`config.mk`:
```
export PLATFORM = sky130hd
export DESIGN_NAME = pipelined_cla_adder
export DESIGN_NICKNAME = d
export VERILOG_FILES = /design/src/rtl/pipelined_cla_adder.sv
export SDC_FILE = /design/constraint.sdc
export NUM_CORES = 1
export LEC_CHECK = 0
export CAP_MARGIN = 20
export CORE_ASPECT_RATIO = 0.9
export CORE_MARGIN = 2
export CORE_UTILIZATION = 25
export CTS_BUF_LIST = sky130_fd_sc_hd__clkbuf_8
export DETAILED_ROUTE_END_ITERATION = 8
export PLACE_DENSITY_LB_ADDON = 0.15
export SETUP_SLACK_MARGIN = 0.02
export SYNTH_ARGS = -nofsm -noshare
export SYNTH_HDL_FRONTEND = slang
export SYNTH_SLANG_ARGS = --single-unit
```
`constraint.sdc`:
```
create_clock -name clk -period 3.65 [get_ports clk]
set_input_delay 0.5475 -clock clk [delete_from_list [all_inputs] [get_ports clk]]
set_output_delay 0.5475 -clock clk [all_outputs]
set_load 0.005 [all_outputs]
```
`src/rtl/pipelined_cla_adder.sv`:
```
// pipelined_cla_adder: WIDTH-bit adder/subtractor built from 4-bit carry-lookahead
// groups, one group resolved per pipeline stage, with valid/ready flow control.
// Operands enter together and are skewed through the pipe so that group k is summed
// in stage k. The final stage register drives S, c_out, ovf, PG and GG together.
module pipelined_cla_adder #(
  parameter int WIDTH = 16
) (
  input  logic             clk,
  input  logic             rst_n,
  input  logic             in_valid,
  output logic             in_ready,
  input  logic [WIDTH-1:0] A,
  input  logic [WIDTH-1:0] B,
  input  logic             c_in,
  input  logic             sub,
  output logic             out_valid,
  input  logic             out_ready,
  output logic [WIDTH-1:0] S,
  output logic             c_out,
  output logic             ovf,
  output logic             PG,
  output logic             GG
);

  localparam int GROUPS = WIDTH / 4;
  // Number of intermediate stage registers; kept at least 1 so the array is legal.
  localparam int MIDS   = (GROUPS > 1) ? GROUPS - 1 : 1;

  if (WIDTH < 4 || WIDTH > 64 || (WIDTH % 4) != 0) begin : g_bad_width
    $error("pipelined_cla_adder: WIDTH must be a multiple of 4 between 4 and 64");
  end

  // Result of one 4-bit lookahead group.
  typedef struct packed {
    logic [3:0] s;    // group sum bits
    logic       c3;   // carry into the group's top bit
    logic       c4;   // carry out of the group
    logic       gp;   // group propagate
    logic       gg;   // group generate
  } cla4_t;

  // Contents of an intermediate stage register. The full operand words travel with
  // the set; only the groups above the current stage are still needed downstream.
  typedef struct packed {
    logic             valid;
    logic [WIDTH-1:0] a;      // operand A
    logic [WIDTH-1:0] b;      // effective operand B' (inverted in sub mode)
    logic [WIDTH-1:0] sum;    // sum bits of the groups resolved so far
    logic             carry;  // carry into the next group
    logic             cmsb;   // carry into the top bit of the last resolved group
    logic             pw;     // running word propagate
    logic             gw;     // running word generate
  } mid_t;

  // Contents of the final (output) stage register.
  typedef struct packed {
    logic             valid;
    logic [WIDTH-1:0] sum;
    logic             c_out;
    logic             ovf;
    logic             pw;
    logic             gw;
  } fin_t;

  // One 4-bit carry-lookahead group: carries c1..c4 from the group carry-in.
  function automatic cla4_t cla4(input logic [3:0] a, input logic [3:0] b, input logic cin);
    logic [3:0] p;
    logic [3:0] g;
    logic [4:0] c;
    cla4_t      r;
    // NOTE: functions and always_comb use blocking '=' so each line sees the value
    // computed on the line above; flops use '<=' so all stages sample the old state.
    p    = a ^ b;
    g    = a & b;
    c[0] = cin;
    c[1] = g[0] | (p[0] & c[0]);
    c[2] = g[1] | (p[1] & g[0]) | (p[1] & p[0] & c[0]);
    c[3] = g[2] | (p[2] & g[1]) | (p[2] & p[1] & g[0]) | (p[2] & p[1] & p[0] & c[0]);
    r.gp = &p;
    r.gg = g[3] | (p[3] & g[2]) | (p[3] & p[2] & g[1]) | (p[3] & p[2] & p[1] & g[0]);
    c[4] = r.gg | (r.gp & c[0]);
    r.s  = p ^ c[3:0];
    r.c3 = c[3];
    r.c4 = c[4];
    return r;
  endfunction

  // Resolve group k of a set: fill in its sum bits, pass its carry on and fold its
  // P/G into the running word P/G.
  function automatic mid_t step(input mid_t cur, input int k);
    mid_t  r;
    cla4_t g;
    g = cla4(cur.a[4*k +: 4], cur.b[4*k +: 4], cur.carry);
    r = cur;
    r.sum[4*k +: 4] = g.s;
    r.carry         = g.c4;
    r.cmsb          = g.c3;
    r.pw            = g.gp & cur.pw;
    r.gw            = g.gg | (g.gp & cur.gw);
    return r;
  endfunction

  mid_t mid_q [MIDS];     // stage registers 0 .. GROUPS-2
  fin_t fin_q;            // stage register GROUPS-1, drives the outputs
  mid_t head;             // incoming set, shaped like a stage register
  mid_t src [GROUPS];     // input to the group logic of each stage
  mid_t nxt [GROUPS];     // output of the group logic of each stage
  logic adv;

  // The whole pipe moves only when the output slot is empty or being taken.
  assign adv      = !fin_q.valid || out_ready;
  assign in_ready = adv;

  // Shape the incoming operand set: invert B and force carry-in for subtraction.
  always_comb begin
    // NOTE: every field gets a value on every pass, so no latch can be inferred.
    head       = '0;
    head.valid = in_valid;
    head.a     = A;
    head.b     = sub ? ~B : B;
    head.carry = sub ? 1'b1 : c_in;
    head.pw    = 1'b1;   // identity for the running AND
    head.gw    = 1'b0;   // identity for the running generate
  end

  assign src[0] = head;
  for (genvar k = 1; k < GROUPS; k++) begin : g_link
    assign src[k] = mid_q[k-1];
  end

  for (genvar k = 0; k < GROUPS; k++) begin : g_cla
    assign nxt[k] = step(src[k], k);
  end

  // Intermediate stages: shift forward together on adv, hold otherwise.
  always_ff @(posedge clk) begin
    if (!rst_n) begin
      // NOTE: valid bits alone govern flow; the datapath is cleared too so the
      // pipe holds no stale operand data after reset.
      for (int i = 0; i < MIDS; i++) begin
        mid_q[i] <= '0;
      end
    end else if (adv) begin
      for (int i = 0; i < GROUPS - 1; i++) begin
        mid_q[i] <= nxt[i];
      end
    end
  end

  // Final stage: capture the completed word, carry-out and signed overflow.
  always_ff @(posedge clk) begin
    if (!rst_n) begin
      fin_q <= '0;
    end else if (adv) begin
      fin_q.valid <= nxt[GROUPS-1].valid;
      fin_q.sum   <= nxt[GROUPS-1].sum;
      fin_q.c_out <= nxt[GROUPS-1].carry;
      fin_q.ovf   <= nxt[GROUPS-1].cmsb ^ nxt[GROUPS-1].carry;
      fin_q.pw    <= nxt[GROUPS-1].pw;
      fin_q.gw    <= nxt[GROUPS-1].gw;
    end
  end

  assign out_valid = fin_q.valid;
  assign S         = fin_q.sum;
  assign c_out     = fin_q.c_out;
  assign ovf       = fin_q.ovf;
  assign PG        = fin_q.pw;
  assign GG        = fin_q.gw;

endmodule
```
==> results.sh <==
export IMPL_routedWlPerCell_um=13.06
export IMPL_diodes=0
export IMPL_pwr_density_cell_mw_per_mm2=409.4
export IMPL_drv_slew=0
export IMPL_grt_use_total=0.09359
export IMPL_final_cells=675
export IMPL_synth_edf_count=84
export IMPL_drc=0
export IMPL_yosys_area_top_type="edfxtp_1"
export IMPL_rr_startpoint="out_valid"
export IMPL_vias=2823
export IMPL_holdBufCountCts=0
export IMPL_regArea_mm2=0.002943
export IMPL_num_rows=47
export IMPL_htreeDepth=3
export IMPL_synth_common_cells="edfxtp_1, and3_1, nand2_1, nor2_1, dfxtp_1"
export IMPL_worstSetupStartpoint="out_ready"
export IMPL_design_area_mm2=0.005737
export IMPL_worstSetupPathType="input pin to output port"
export IMPL_synth_yosys_seq_area_share=0.6252
export IMPL_endpoint_kind="output port"
export IMPL_post_cts_buffers=0
export IMPL_hold_worst_slack_ns=0.4656
export IMPL_yosysTopAreaCellShare=0.5359
export IMPL_synth_most_common_cell="edfxtp_1"
export IMPL_finalCriticalPeriod_ns=2.499
export IMPL_clockBufferDepth=2
export IMPL_clkSinkCount=105
export IMPL_ys_ff_latch=105
export IMPL_p_seq_frac=0.599
export IMPL_cp_start_kind="input pin"
export IMPL_place_congestion=0.7392
export IMPL_hold_viol_final=0
export IMPL_syn_num_nets=432
export IMPL_avgSynthCellArea_um2=12.65
export IMPL_cts_repair_resized=0
export IMPL_sw_frac_of_total=0.2321
export IMPL_fmax_mhz=400.2
export IMPL_n_fill_cell=1872
export IMPL_cts_root_buf="clkbuf_8"
export IMPL_leakagePower_uw=0.002462
export IMPL_grt_max_degree=57
export IMPL_worst_slew_pin_slew_ns=0.6177
export IMPL_synthArstFlopShare=0
export IMPL_area_growth_pct=21.88
export IMPL_post_route_period_util=0.6847
export IMPL_cap_violations=0
export IMPL_comb_power_share=0.114
export IMPL_die_area_mm2=0.01994
export IMPL_drt_pre_antenna_iters=4
export IMPL_start_util=0.2557
export IMPL_synth_flop_cell="edfxtp_1"
export IMPL_worstHoldStart="PG"
export IMPL_cellInternalPower_uw=1804
export IMPL_drt_iter0_drc=210
export IMPL_via_per_inst=4.182
export IMPL_switchingPower_uw=545.3
export IMPL_synthesis_instances=372
export IMPL_min_path_type="register to register"
export IMPL_cts_buffers_inserted=9
export IMPL_clkTransAtPathRegs_ns=0.10
export IMPL_yosys_warnings=0
export IMPL_worst_path_max_fanout=21
export IMPL_grt_pass1_vias=2771
export IMPL_drive_gt1_frac=0.06512
export IMPL_clk_latency_ns=0.38
export IMPL_die_h_um=134.2
export IMPL_peakVddDrop_v=0.0001386
export IMPL_relSlewSlack=0.5878
export IMPL_synth_cell_type_count=38
export IMPL_synthesis_area_mm2=0.004707
export IMPL_final_nets=485
export IMPL_antenna_found_initial=0
export IMPL_cts_tree="built"
export IMPL_cp_arrival_ns=1.95
export IMPL_wl_um=8814
export IMPL_antenna_left=0
export IMPL_io_pins=60
export IMPL_dpl_instance_area_mm2=0.005557
export IMPL_multi_input_area_mm2=0.001645
export IMPL_ys_top_cells_by_area="edfxtp_1, dfxtp_1, and3_1"
export IMPL_coreArea_mm2=0.01841
export IMPL_io_buffers=59
export IMPL_die_w_um=148.6
export IMPL_overflow=0
export IMPL_clkPwrFrac=0.288
export IMPL_hpwl_um=5942
export IMPL_fin_setup_tns_ns=0
export IMPL_rsz0062_at_grt="no"
export IMPL_clock_skew_ns=0.009653
export IMPL_cp_required_ns=3.10
export IMPL_setup_viol=0
export IMPL_status="complete, no violations"
export IMPL_grt_first_pass_wirelength_um=14480
export IMPL_dp_cells=659
==> metrics by stage <==
| step | utilization | power (µW) | setup WS [ns] |
|---|---|---|---|
| floorplan | - | 1591 | 0.4353 |
| global placement | 0.3019 | 1701 | 0.8973 |
| detailed placement | 0.3019 | 1706 | 0.7964 |
| CTS | 0.3117 | 2391 | 1.145 |
| global route | 0.3117 | 2471 | 1.110 |
| finish | 0.3117 | 2349 | 1.151 |
==> final timing paths <==
kind / end / slack [ns] / cells after the start
max: in_ready / 1.15 / 4
min: PG / 0.47 / 2
max reg2reg: mid_q[0][121] / 1.69 / 6
min reg2reg: PG / 0.47 / 2
==> layer usage <==
| metal | track usage | share of wire | up-vias |
|---|---|---|---|
| met1 | 0.1344 | 0.52 | 1304 |
| met3 | 0.02449 | 0.049 | 12 |
| met5 | 0 | 0 | - |
| met2 | 0.1291 | 0.41 | 63 |
| li1 | - | - | 1444 |
| met4 | 0.04762 | 0.021 | 0 |
==> placed cells by master (no fill, tap or decap), drive strengths merged, types with 3 or more instances in the layout <==
master	n
edfxtp	84
buf	6
clkbuf	11
o21ai	5
o21a	4
xor2	6
a21boi	14
and2	3
a21oi	13
and3	56
clkdlybuf4s50	58
fa	4
nand2b	3
nand2	38
a21o	12
and4	3
xnor2	18
a211oi	3
dfxtp	21
ha	18
nor2	22
inv	10
==> state kept, by name (all words and copies together), names as in the netlist <==
| register | count |
|---|---|
| c_out | 1 |
| PG | 1 |
| mid_q | 84 |
| S | 16 |
| ovf | 1 |
| out_valid | 1 |
| GG | 1 |
==> worst max-delay path: stages <==
cell             delay (ns)
clkdlybuf4s50_1        0.50
nor2b_4                0.05
inv_2                  0.27
clkdlybuf4s50_1        0.57
==> layout make-up <==
cell class,instances,area share
flip-flops and latches,105,0.5130
multi-input cells,238,0.2868
repair buffers,64,0.1108
well taps,245,0.05344
clock buffers,11,0.02639
clock inverters,5,0.005016
inverters,7,0.004580
==> cell families (layout without fill, tap and decap cells) <==
kind of cell,after synthesis,in the layout,synth area share
AND/OR/NAND/NOR,132,132,0.1467
adder cells (fa/ha/maj),22,22,0.06486
flip-flops,105,105,0.6252
multiplexers,2,2,0.004253
XOR/XNOR,24,24,0.04466
buffers and inverters,29,87,0.02685
AO/OA/AOI/OAI,58,58,0.08745
==> power groups by stage <==
stage / Sequential (µW) / Combinational, µW / Clock, µW
2_1_floorplan: 1430 / 165 / 0
3_3_place_gp: 1440 / 266 / 0
3_5_place_dp: 1440 / 270 / 0
4_1_cts: 1410 / 272 / 711
5_1_grt: 1410 / 301 / 755
6_report: 1410 / 267 / 676
(Power assumes the default switching activity.)
